### src/rtl/stitch_pkg.sv
// Shared types and helpers for the stitching output timing / tile layout block.
package stitch_pkg;

    localparam int MAX_GRID = 8;
    localparam int MAX_CW   = 16;
    localparam int SPLIT_W  = (MAX_GRID - 1) * MAX_CW;

    typedef struct packed {
        logic hsync;
        logic vsync;
        logic de;
        logic frame_start;
    } raster_t;

    // Split entries are packed at a stride of the instantiating block's counter width.
    typedef struct packed {
        logic [SPLIT_W-1:0]             col_split;
        logic [SPLIT_W-1:0]             row_split;
        logic [MAX_GRID*MAX_GRID-1:0]   tile_en;
    } tile_cfg_t;

    function automatic int id_width(input int n);
        return (n > 1) ? $clog2(n) : 1;
    endfunction

    function automatic logic [SPLIT_W-1:0] even_splits(input int active, input int n, input int cw);
        logic [SPLIT_W-1:0] s;
        s = '0;
        for (int i = 0; i < MAX_GRID - 1; i++) begin
            s = (i < n - 1) ? (s | (SPLIT_W'((i + 1) * active / n) << (i * cw))) : s;
        end
        return s;
    endfunction

    function automatic tile_cfg_t default_cfg(input int h_act, input int v_act,
                                              input int cols, input int rows, input int cw);
        tile_cfg_t c;
        c.col_split = even_splits(h_act, cols, cw);
        c.row_split = even_splits(v_act, rows, cw);
        c.tile_en   = '1;
        return c;
    endfunction

endpackage

### src/rtl/stitch_split_lookup.sv
// Maps a coordinate onto a set of ascending split points: grid index and local offset.
module stitch_split_lookup #(
    parameter int NUM   = 2,
    parameter int CNT_W = 12,
    localparam int NS    = (NUM > 1) ? NUM - 1 : 1,
    localparam int IDX_W = (NUM > 1) ? $clog2(NUM) : 1
) (
    input  logic [CNT_W-1:0]    coord_i,
    input  logic [NS*CNT_W-1:0] split_i,
    output logic [IDX_W-1:0]    idx_o,
    output logic [CNT_W-1:0]    offset_o
);

    logic [CNT_W-1:0] base_s;

    // Last split not above the coordinate selects the cell and its origin.
    always_comb begin
        idx_o  = '0;
        base_s = '0;
        for (int i = 0; i < NUM - 1; i++) begin
            idx_o  = (split_i[i*CNT_W +: CNT_W] <= coord_i) ? IDX_W'(i + 1) : idx_o;
            base_s = (split_i[i*CNT_W +: CNT_W] <= coord_i) ? split_i[i*CNT_W +: CNT_W] : base_s;
        end
        offset_o = coord_i - base_s;
    end

endmodule

### src/rtl/stitch_layout_timing.sv
// Raster timing generator with runtime-programmable tile grid mapping and
// per-tile line prefetch requests; layout changes take effect on frame boundaries.
module stitch_layout_timing
    import stitch_pkg::*;
#(
    parameter int H_ACTIVE  = 1920,
    parameter int H_FP      = 88,
    parameter int H_SYNC    = 44,
    parameter int H_BP      = 148,
    parameter int V_ACTIVE  = 1080,
    parameter int V_FP      = 4,
    parameter int V_SYNC    = 5,
    parameter int V_BP      = 36,
    parameter int TILE_COLS = 2,
    parameter int TILE_ROWS = 2,
    parameter int PREFETCH  = 64,
    parameter int CNT_W     = 12,
    localparam int NUM_CH   = TILE_COLS * TILE_ROWS,
    localparam int ID_W     = id_width(NUM_CH),
    localparam int CS_W     = ((TILE_COLS > 1) ? TILE_COLS - 1 : 1) * CNT_W,
    localparam int RS_W     = ((TILE_ROWS > 1) ? TILE_ROWS - 1 : 1) * CNT_W
) (
    input  logic              video_clk,
    input  logic              rst,
    input  logic              en,
    input  logic [CS_W-1:0]   cfg_col_split,
    input  logic [RS_W-1:0]   cfg_row_split,
    input  logic [NUM_CH-1:0] cfg_tile_en,
    input  logic              cfg_update,
    output logic              cfg_pending,
    output logic              video_vsync,
    output logic              video_hsync,
    output logic              video_de,
    output logic              frame_start,
    output logic [CNT_W-1:0]  pix_x,
    output logic [CNT_W-1:0]  pix_y,
    output logic [ID_W-1:0]   tile_id,
    output logic [CNT_W-1:0]  tile_x,
    output logic [CNT_W-1:0]  tile_y,
    output logic              tile_valid,
    output logic [NUM_CH-1:0] line_req,
    output logic [CNT_W-1:0]  line_req_y
);

    localparam int H_TOTAL = H_SYNC + H_BP + H_ACTIVE + H_FP;
    localparam int V_TOTAL = V_SYNC + V_BP + V_ACTIVE + V_FP;
    localparam int CIW     = id_width(TILE_COLS);
    localparam int RIW     = id_width(TILE_ROWS);

    localparam logic [CNT_W-1:0] H_START = CNT_W'(H_SYNC + H_BP);
    localparam logic [CNT_W-1:0] H_END   = CNT_W'(H_SYNC + H_BP + H_ACTIVE);
    localparam logic [CNT_W-1:0] V_START = CNT_W'(V_SYNC + V_BP);
    localparam logic [CNT_W-1:0] V_END   = CNT_W'(V_SYNC + V_BP + V_ACTIVE);
    localparam logic [CNT_W-1:0] H_LAST  = CNT_W'(H_TOTAL - 1);
    localparam logic [CNT_W-1:0] V_LAST  = CNT_W'(V_TOTAL - 1);
    localparam logic [CNT_W-1:0] H_REQ   = CNT_W'(H_TOTAL - PREFETCH);
    localparam logic [CNT_W-1:0] HS_END  = CNT_W'(H_SYNC);
    localparam logic [CNT_W-1:0] VS_END  = CNT_W'(V_SYNC);

    localparam tile_cfg_t          DEF_CFG = default_cfg(H_ACTIVE, V_ACTIVE, TILE_COLS, TILE_ROWS, CNT_W);
    localparam logic [CS_W-1:0]    DEF_COL = DEF_CFG.col_split[CS_W-1:0];
    localparam logic [RS_W-1:0]    DEF_ROW = DEF_CFG.row_split[RS_W-1:0];
    localparam logic [NUM_CH-1:0]  DEF_EN  = DEF_CFG.tile_en[NUM_CH-1:0];

    logic [CNT_W-1:0]  h_q, h_d, v_q, v_d;
    logic              wrap_s;
    logic [CS_W-1:0]   col_q, col_sh_q;
    logic [RS_W-1:0]   row_q, row_sh_q;
    logic [NUM_CH-1:0] ten_q, ten_sh_q;
    logic              pend_q;

    raster_t           ras_s;
    logic              h_act_s, v_act_s, req_s;
    logic [CNT_W-1:0]  px_s, py_s, tx_s, ty_s, nv_s, ny_s, nty_s;
    logic [CIW-1:0]    col_idx_s;
    logic [RIW-1:0]    row_idx_s, nrow_s;
    logic [ID_W-1:0]   id_s;
    logic [NUM_CH-1:0] lreq_s;

    // Raster counter next state; dropping en parks the raster at the origin.
    always_comb begin
        h_d    = '0;
        v_d    = '0;
        wrap_s = 1'b0;
        if (en) begin
            if (h_q == H_LAST) begin
                h_d    = '0;
                v_d    = (v_q == V_LAST) ? '0 : v_q + CNT_W'(1);
                wrap_s = (v_q == V_LAST);
            end else begin
                h_d = h_q + CNT_W'(1);
                v_d = v_q;
            end
        end else begin
            h_d = '0;
            v_d = '0;
        end
    end

    // Raster counters.
    always_ff @(posedge video_clk or posedge rst) begin
        if (rst) begin
            h_q <= '0;
            v_q <= '0;
        end else begin
            h_q <= h_d;
            v_q <= v_d;
        end
    end

    // Shadow capture and frame-boundary apply; an update on the apply cycle stays pending.
    always_ff @(posedge video_clk or posedge rst) begin
        if (rst) begin
            col_q    <= DEF_COL;
            row_q    <= DEF_ROW;
            ten_q    <= DEF_EN;
            col_sh_q <= '0;
            row_sh_q <= '0;
            ten_sh_q <= '0;
            pend_q   <= 1'b0;
        end else begin
            if (wrap_s && pend_q) begin
                col_q <= col_sh_q;
                row_q <= row_sh_q;
                ten_q <= ten_sh_q;
            end
            if (cfg_update) begin
                col_sh_q <= cfg_col_split;
                row_sh_q <= cfg_row_split;
                ten_sh_q <= cfg_tile_en;
                pend_q   <= 1'b1;
            end else if (wrap_s) begin
                pend_q <= 1'b0;
            end
        end
    end

    // Region decode of the current counter state and next-line prefetch qualification.
    always_comb begin
        h_act_s           = (h_q >= H_START) && (h_q < H_END);
        v_act_s           = (v_q >= V_START) && (v_q < V_END);
        ras_s.hsync       = en && (h_q < HS_END);
        ras_s.vsync       = en && (v_q < VS_END);
        ras_s.de          = en && h_act_s && v_act_s;
        ras_s.frame_start = en && (h_q == '0) && (v_q == '0);
        px_s              = ras_s.de ? h_q - H_START : '0;
        py_s              = ras_s.de ? v_q - V_START : '0;
        nv_s              = (v_q == V_LAST) ? '0 : v_q + CNT_W'(1);
        req_s             = en && (h_q == H_REQ) && (nv_s >= V_START) && (nv_s < V_END);
        ny_s              = req_s ? nv_s - V_START : '0;
    end

    stitch_split_lookup #(.NUM(TILE_COLS), .CNT_W(CNT_W)) u_col_lookup (
        .coord_i  (px_s),
        .split_i  (col_q),
        .idx_o    (col_idx_s),
        .offset_o (tx_s)
    );

    stitch_split_lookup #(.NUM(TILE_ROWS), .CNT_W(CNT_W)) u_row_lookup (
        .coord_i  (py_s),
        .split_i  (row_q),
        .idx_o    (row_idx_s),
        .offset_o (ty_s)
    );

    stitch_split_lookup #(.NUM(TILE_ROWS), .CNT_W(CNT_W)) u_req_lookup (
        .coord_i  (ny_s),
        .split_i  (row_q),
        .idx_o    (nrow_s),
        .offset_o (nty_s)
    );

    // Tile id of the current pixel and the set of enabled tiles in the next line's row.
    always_comb begin
        id_s   = ras_s.de ? ID_W'(row_idx_s * TILE_COLS + col_idx_s) : '0;
        lreq_s = '0;
        for (int t = 0; t < NUM_CH; t++) begin
            lreq_s[t] = req_s && ten_q[t] && (RIW'(t / TILE_COLS) == nrow_s);
        end
    end

    // Output register stage, one cycle behind the counter state.
    always_ff @(posedge video_clk or posedge rst) begin
        if (rst) begin
            video_hsync <= 1'b0;
            video_vsync <= 1'b0;
            video_de    <= 1'b0;
            frame_start <= 1'b0;
            pix_x       <= '0;
            pix_y       <= '0;
            tile_id     <= '0;
            tile_x      <= '0;
            tile_y      <= '0;
            tile_valid  <= 1'b0;
            line_req    <= '0;
            line_req_y  <= '0;
        end else begin
            video_hsync <= ras_s.hsync;
            video_vsync <= ras_s.vsync;
            video_de    <= ras_s.de;
            frame_start <= ras_s.frame_start;
            pix_x       <= px_s;
            pix_y       <= py_s;
            tile_id     <= id_s;
            tile_x      <= ras_s.de ? tx_s : '0;
            tile_y      <= ras_s.de ? ty_s : '0;
            tile_valid  <= ras_s.de && ten_q[id_s];
            line_req    <= lreq_s;
            line_req_y  <= req_s ? nty_s : '0;
        end
    end

    assign cfg_pending = pend_q;

endmodule

### config.mk
export PLATFORM = sky130hd
export DESIGN_NAME = stitch_layout_timing
export DESIGN_NICKNAME = d
export VERILOG_FILES = /design/src/rtl/stitch_pkg.sv /design/src/rtl/stitch_split_lookup.sv /design/src/rtl/stitch_layout_timing.sv
export SDC_FILE = /design/constraint.sdc
export NUM_CORES = 1
export LEC_CHECK = 0
export BUFFER_PORTS_ARGS = -buffer_cell sky130_fd_sc_hd__buf_2
export CORE_ASPECT_RATIO = 1.5
export CORE_MARGIN = 2
export CORE_UTILIZATION = 55
export CTS_CLUSTER_SIZE = 12
export DETAILED_ROUTE_END_ITERATION = 10
export PLACE_DENSITY_LB_ADDON = 0.05
export SYNTH_ARGS = -nofsm -noshare
export SYNTH_HDL_FRONTEND = slang
export SYNTH_SLANG_ARGS = --single-unit
### constraint.sdc
create_clock -name video_clk -period 8.9 [get_ports video_clk]
set_input_delay 0.89 -clock video_clk [delete_from_list [all_inputs] [get_ports video_clk]]
set_output_delay 0.89 -clock video_clk [all_outputs]
set_load 0.02 [all_outputs]
======== After elaboration in Yosys (flattened, before gate mapping) ========
Cells that the tools add are included.
storage, ports and cells
  ROM bits ................................ 0
  memory bits (writable) .................. 0
  output and inout port bits .............. 72
  register bits after elaboration ......... 152
  bits of input ports ..................... 32
  latch bits .............................. 0
  memories ................................ 0
  logic and storage cells ................. 95
operators by class
  magnitude comparators ................... 12
  $mul .................................... 0
  shift-type cells ........................ 0
  add/subtract/negate cells ............... 9
  bitwise gates (word level) .............. 1
  equal/unequal tests ..................... 4
  div/mod/pow operators ................... 0
  mux-type cells .......................... 24
  reductions and logical operators ........ 24
operators by type and width
  operator                                                             number
  2-to-1 mux 12 bit                                                    14
  less-or-equal comparator 12 bit                                      3
  subtractor 12 bit                                                    3
  adder 12 x 1 -> 12 bit (second input constant)                       2
  equality test 12 bit (second input constant)                         2
  greater-or-equal comparator 12 x 6 -> 1 bit (second input constant)  2
  logical NOT 12 bit                                                   2
  less-than comparator 12 x 11 -> 1 bit (second input constant)        2
  subtractor 12 x 6 -> 12 bit (second input constant)                  2
  logical AND 1 bit                                                    21
  equality test 12 x 11 -> 1 bit (second input constant)               1
  greater-or-equal comparator 12 x 8 -> 1 bit (second input constant)  1
  less-than comparator 12 bit (second input constant)                  1
  less-than comparator 12 x 3 -> 1 bit (second input constant)         1
  less-than comparator 12 x 6 -> 1 bit (second input constant)         1
  subtractor 12 x 8 -> 12 bit (second input constant)                  1
  2-to-1 mux 1 bit                                                     8
  less-than comparator 2 x 3 -> 1 bit (second input constant)          1
  adder 2 x 1 -> 2 bit                                                 1
  binary-select mux 1 bit (select 2 bit)                               1
  2-to-1 mux 2 bit                                                     1
  inequality test 2 x 1 -> 1 bit (second input constant)               1
  nonzero test 2 bit                                                   1
  NOT 1 bit                                                            1

======== Logic depth before layout (Yosys ltp) ========
  depth after elaboration ................. 12
  depth in mapped cells ................... 33
  mapped depth without buffers ............ 30

======== By module ========
Synthesis repeated with hierarchy kept, for this count alone.
unflattened totals
  cells, all modules ...................... 988
  area total of the unflattened synthesis .. 9,594.2 sq um
modules (own cells, without submodules)
  module                cells each  sequential area each (sq um)  area an instance (sq um)  instances
  stitch_layout_timing  589         3,818.7                       6,820.3                   1
  stitch_split_lookup   133         0.0                           924.6                     3

======== Worst setup path after synthesis ========
OpenSTA, ideal clock, no wires.
  kind .................................... flip-flop to flip-flop
  start point ............................. register v_q[11]
  end point ............................... register line_req_y[10]
  period minus slack after synthesis ...... 6.263 ns
  setup slack ............................. 2.637 ns
  arrival ................................. 6.180 ns
  buffers on the path ..................... 4
  library setup time ...................... 0.083 ns
  required time ........................... 8.817 ns
  cell stages (with the launch flop) ...... 31
  cell sequence ........................... dfrtp_1 buf_6 or4_4 nor4_4 buf_2 nor2_1 inv_1 ha_1 nand2_1 a21bo_2 a21oi_2 and2_2 a41oi_2 o311a_1 buf_2 nand2_1 ha_1 a211oi_1 o21ai_0 o2111ai_1 a31o_2 clkbuf_1 nand2_1 fa_1 a21o_1 a21oi_1 o21bai_1 a21oi_1 o21ai_0 or4_1 a31oi_1
on the way
  cells in the longest elaborated chain, start to end .. 10
  elaborated cells on any way between the ends .. 13
  those cells by class .................... add/sub: 3; order compare: 3; eq/ne: 1; mux: 4; reduce/logical: 2
ends and longest elaborated chain
  element                                                                          line                         RTL
  from (decl)                                                                      stitch_layout_timing.sv:65   logic [CNT_W-1:0] h_q, h_d, v_q, v_d;
  from (signal assigned)                                                           stitch_layout_timing.sv:107  v_q <= v_d;
  adder 12 x 1 -> 12 bit / equality test 12 x 11 -> 1 bit (equally long branches)  stitch_layout_timing.sv:148  nv_s = (v_q == V_LAST) ? '0 : v_q + CNT_W'(1);
  2-to-1 mux 12 bit (*)                                                            stitch_layout_timing.sv:148
  greater-or-equal comparator 12 x 6 -> 1 bit                                      stitch_layout_timing.sv:149  req_s = en && (h_q == H_REQ) && (nv_s >= V_START) && (nv_s < V_END);
  logical AND 1 bit (2 in a row)                                                   stitch_layout_timing.sv:149
  2-to-1 mux 12 bit                                                                stitch_layout_timing.sv:150  ny_s = req_s ? nv_s - V_START : '0;
  less-or-equal comparator 12 bit                                                  stitch_split_lookup.sv:22    base_s = (split_i[i*CNT_W +: CNT_W] <= coord_i) ? split_i[i*CNT_W +: CNT_W] : base_s;
  2-to-1 mux 12 bit                                                                stitch_split_lookup.sv:22
  subtractor 12 bit                                                                stitch_split_lookup.sv:24    offset_o = coord_i - base_s;
  2-to-1 mux 12 bit (*)                                                            stitch_layout_timing.sv:210  line_req_y <= req_s ? nty_s : '0;
  to (signal assigned)                                                             stitch_layout_timing.sv:210
  to (decl)                                                                        stitch_layout_timing.sv:42   output logic [CNT_W-1:0] line_req_y
Every way passes the cells marked *; elsewhere a longest branch is shown, timed or not.
A chain may end at the register's enable or synchronous reset.

======== Worst setup path after layout ========
  start point ............................. register v_q[9]
  end point ............................... register line_req_y[10]
The elaborated chain is that of the path after synthesis.

==> results.toml <==
[power_and_ir_drop]
p_seq_share_pct = 48.6
internal-power_uw = 1120
vdd_drop_max_uv = 135
combPwrFrac_pct = 3.1
p_sw_share_pct = 23.7
power_density_nw_per_um2 = 143
total_power_uw = 1470
p_leak_uw = 0.00511
p_clk_share_pct = 48.3
power_switching_uw = 348

[placed_design]
place.port_buffers = 103
hpwl_microns = 16100
gp_congestion = 0.915
placed_area_sq_um = 9690
pre_cts_ws_ns = 1.94

[die]
die_area_sq_um = 17500
io_pins = 104
rows = 57
die_w_microns = 109
dieHeight_microns = 161
initial_core_util_pct = 55.9
core_area_sq_um = 16200

[routing]
ant_nets = 0
drt_pass1_iterations = 4
via_count = 6827
drc = 0
wl_microns = 21100
viasPerCell = 5.59
drtIter0Drc = 310
avgRoutedWirePerCell_microns = 17.3

[clock_tree]
cts_sinks = 152
post_cts_buffers = 0
cts_tree = "built"
holdBufCountCts = 0
clkTransAtPathRegs_ns = 0.07
cts_resized = 0
clock_path_buffers = 2
h-tree-depth = 4
cts_root_buf = "clkbuf_16"
cts_made_buffers = 17
clk_latency_ns = 0.43

[global_routing]
grt_first_pass_wirelength_microns = 34600
antenna_found_initial = 0
track_usage_pct = 25.7
grt_pass1_vias = 6937
grt_start_max_net_pins = 108
grt.overflow.total = 0

[critical_path]
arrival_ns = 7.37
endpoint_kind = "flip-flop"
slowest_delay_ns = 0.61
worstPathRequired_ns = 9.24
slowest_stage = "or4_4"
critPathKind = "reg2reg"
path_common_cell = "ha_1"
crit_fanout = 23
start_kind = "flip-flop"

[final_layout]
diodes = 0
area_growth_pct = 13.5
drive_gt1_share_pct = 22.1
stdcell_area_sq_um = 10300
final_common_cell = "dfrtp_1"
nNetsFinal = 1119
mostFrequentLayoutCells = "dfrtp_1, buf_2, nand2_1"
nFillCells = 1345

[timing]
fin_ws_ns = 1.87
finalClockSkew_ns = 0.00999
max_slew_margin_pct = 23.8
max_freq_ghz = 0.142
drv_slew = 0
tightest_slew_ns = 1.14
rsz0062_at_grt = "false"
fin_crit_ns = 7.03
hold_violations = 0
setup_tns_ns = 0
setup_viol = 0
finalCritPeriodShare_pct = 79.0

[yosys]
synth-edff-count = 0
yosysUniqueCellTypes = 62
synth.avg_cell_area_sq_um = 9.91
yosysSeqAreaShare_pct = 42.2
async_flop_share_pct = 100
synth-seq-cells = 152
ys.flop_type = "dfrtp_1"
syn-num-nets = 1030
synthesis.area_sq_um = 9050
yosysWarnings = 0
synthesis.instances = 913
synthTopCellsByArea = "dfrtp_1, ha_1, mux2_2"
yosysTopAreaCell = "dfrtp_1"
yosysTopAreaCellShare_pct = 38.7

[hold_path]
hp-class = "reg2reg"

[flow_run]
drv_cap = 0

[run_status]
status = "finished, final reports clean"
## per-layer routing
layer / up-vias / wire, microns / global-route usage (%)
met1: 3330 / 7940 / 27.6
met5: - / 0 / 0
met2: 134 / 11900 / 49.0
li1: 3330 / - / -
met3: 33 / 702 / 4.52
met4: 0 / 603 / 9.50
## stage by stage
stage          instances  utilization [%]  hold WS [ns]
2_1_floorplan        913                -         0.472
4_1_cts             1221             63.5         0.509
3_5_place_dp        1189             59.8         0.494
5_1_grt             1221             63.5         0.528
6_report            1221             63.5         0.506
3_3_place_gp        1189             59.8         0.484
## worst paths after layout
kind | from | endpoint | slack [ns] | cells past startpoint
max in group asynchronous | rst | col_q[9] | 7.13 | 3
min in group asynchronous | rst | ten_sh_q[0] | 0.66 | 2
max reg2reg | v_q[9] | line_req_y[10] | 1.87 | 29
min reg2reg | col_sh_q[8] | col_sh_q[8] | 0.51 | 1
max | v_q[9] | line_req_y[10] | 1.87 | 29
min | col_sh_q[8] | col_sh_q[8] | 0.51 | 1
## cell type report
type / count / area (sq um) / area share (%)
timing repair buffer: 106 / 538 / 5.24
inverter: 52 / 200 / 1.95
clock inverter: 14 / 158 / 1.53
multi-input combinational: 673 / 4870 / 47.4
clock buffer: 18 / 429 / 4.18
sequential: 152 / 3820 / 37.2
tap: 206 / 258 / 2.51
## flip-flops by register name, indices dropped and copies added, names as in the netlist, 2 cells and up
signal and cells:
line_req 4, row_sh_q 12, v_q 12, tile_id 2
pix_y 12, h_q 12, line_req_y 12, tile_y 12
tile_x 12, pix_x 12, row_q 12, ten_q 4
ten_sh_q 4, col_sh_q 12, col_q 12
## synth_stat cells (5+ instances only)
cell,count
inv_1,52
nand2b_1,13
nor2_1,73
and2_1,22
nor4_1,6
ha_1,82
nor2b_1,11
a21oi_1,38
clkbuf_1,22
and4_1,5
o21a_1,9
dfstp_2,12
or3_1,6
nand4_1,14
buf_2,9
xor2_1,31
or2_2,7
and3_1,9
a21boi_0,8
o21ai_0,25
nand2_1,99
a21o_1,17
xnor2_1,32
dfrtp_1,140
nand3_1,20
mux2_2,56
a31oi_1,6
nor3_1,25
## logic make-up (layout without fill, tap and decap cells)
family          count (synthesis)  after routing  synth area share [%]
fa+ha+maj                      85             85                  12.0
simple gates                  323            323                  17.5
compound gates                142            142                  10.5
mux                            58             58                  7.19
flops                         152            152                  42.2
buf+inv                        88            190                  3.98
xor+xnor                       65             65                  6.59
## worst max-delay path, delay by kind of cell (launching register included)
| kind | cells | cell delay (ns) |
|---|---|---|
| AOI/OAI and AO/OA | 14 | 2.95 |
| and+or+nand+nor | 8 | 2.04 |
| adders and majority gates | 4 | 0.98 |
| DFF | 1 | 0.53 |
| buffers and inverters | 3 | 0.40 |
## power groups by stage
stage / sequential [uW] / clock (uW) / combinational, uW
final: 715 / 710 / 45.5
after global routing: 717 / 753 / 52.2
after CTS: 715 / 728 / 47.4
after detailed placement: 728 / 0 / 47.3
after global placement: 728 / 0 / 46.2
after floorplan: 725 / 0 / 31.1
Note: power is estimated with default switching activity, not from simulation.
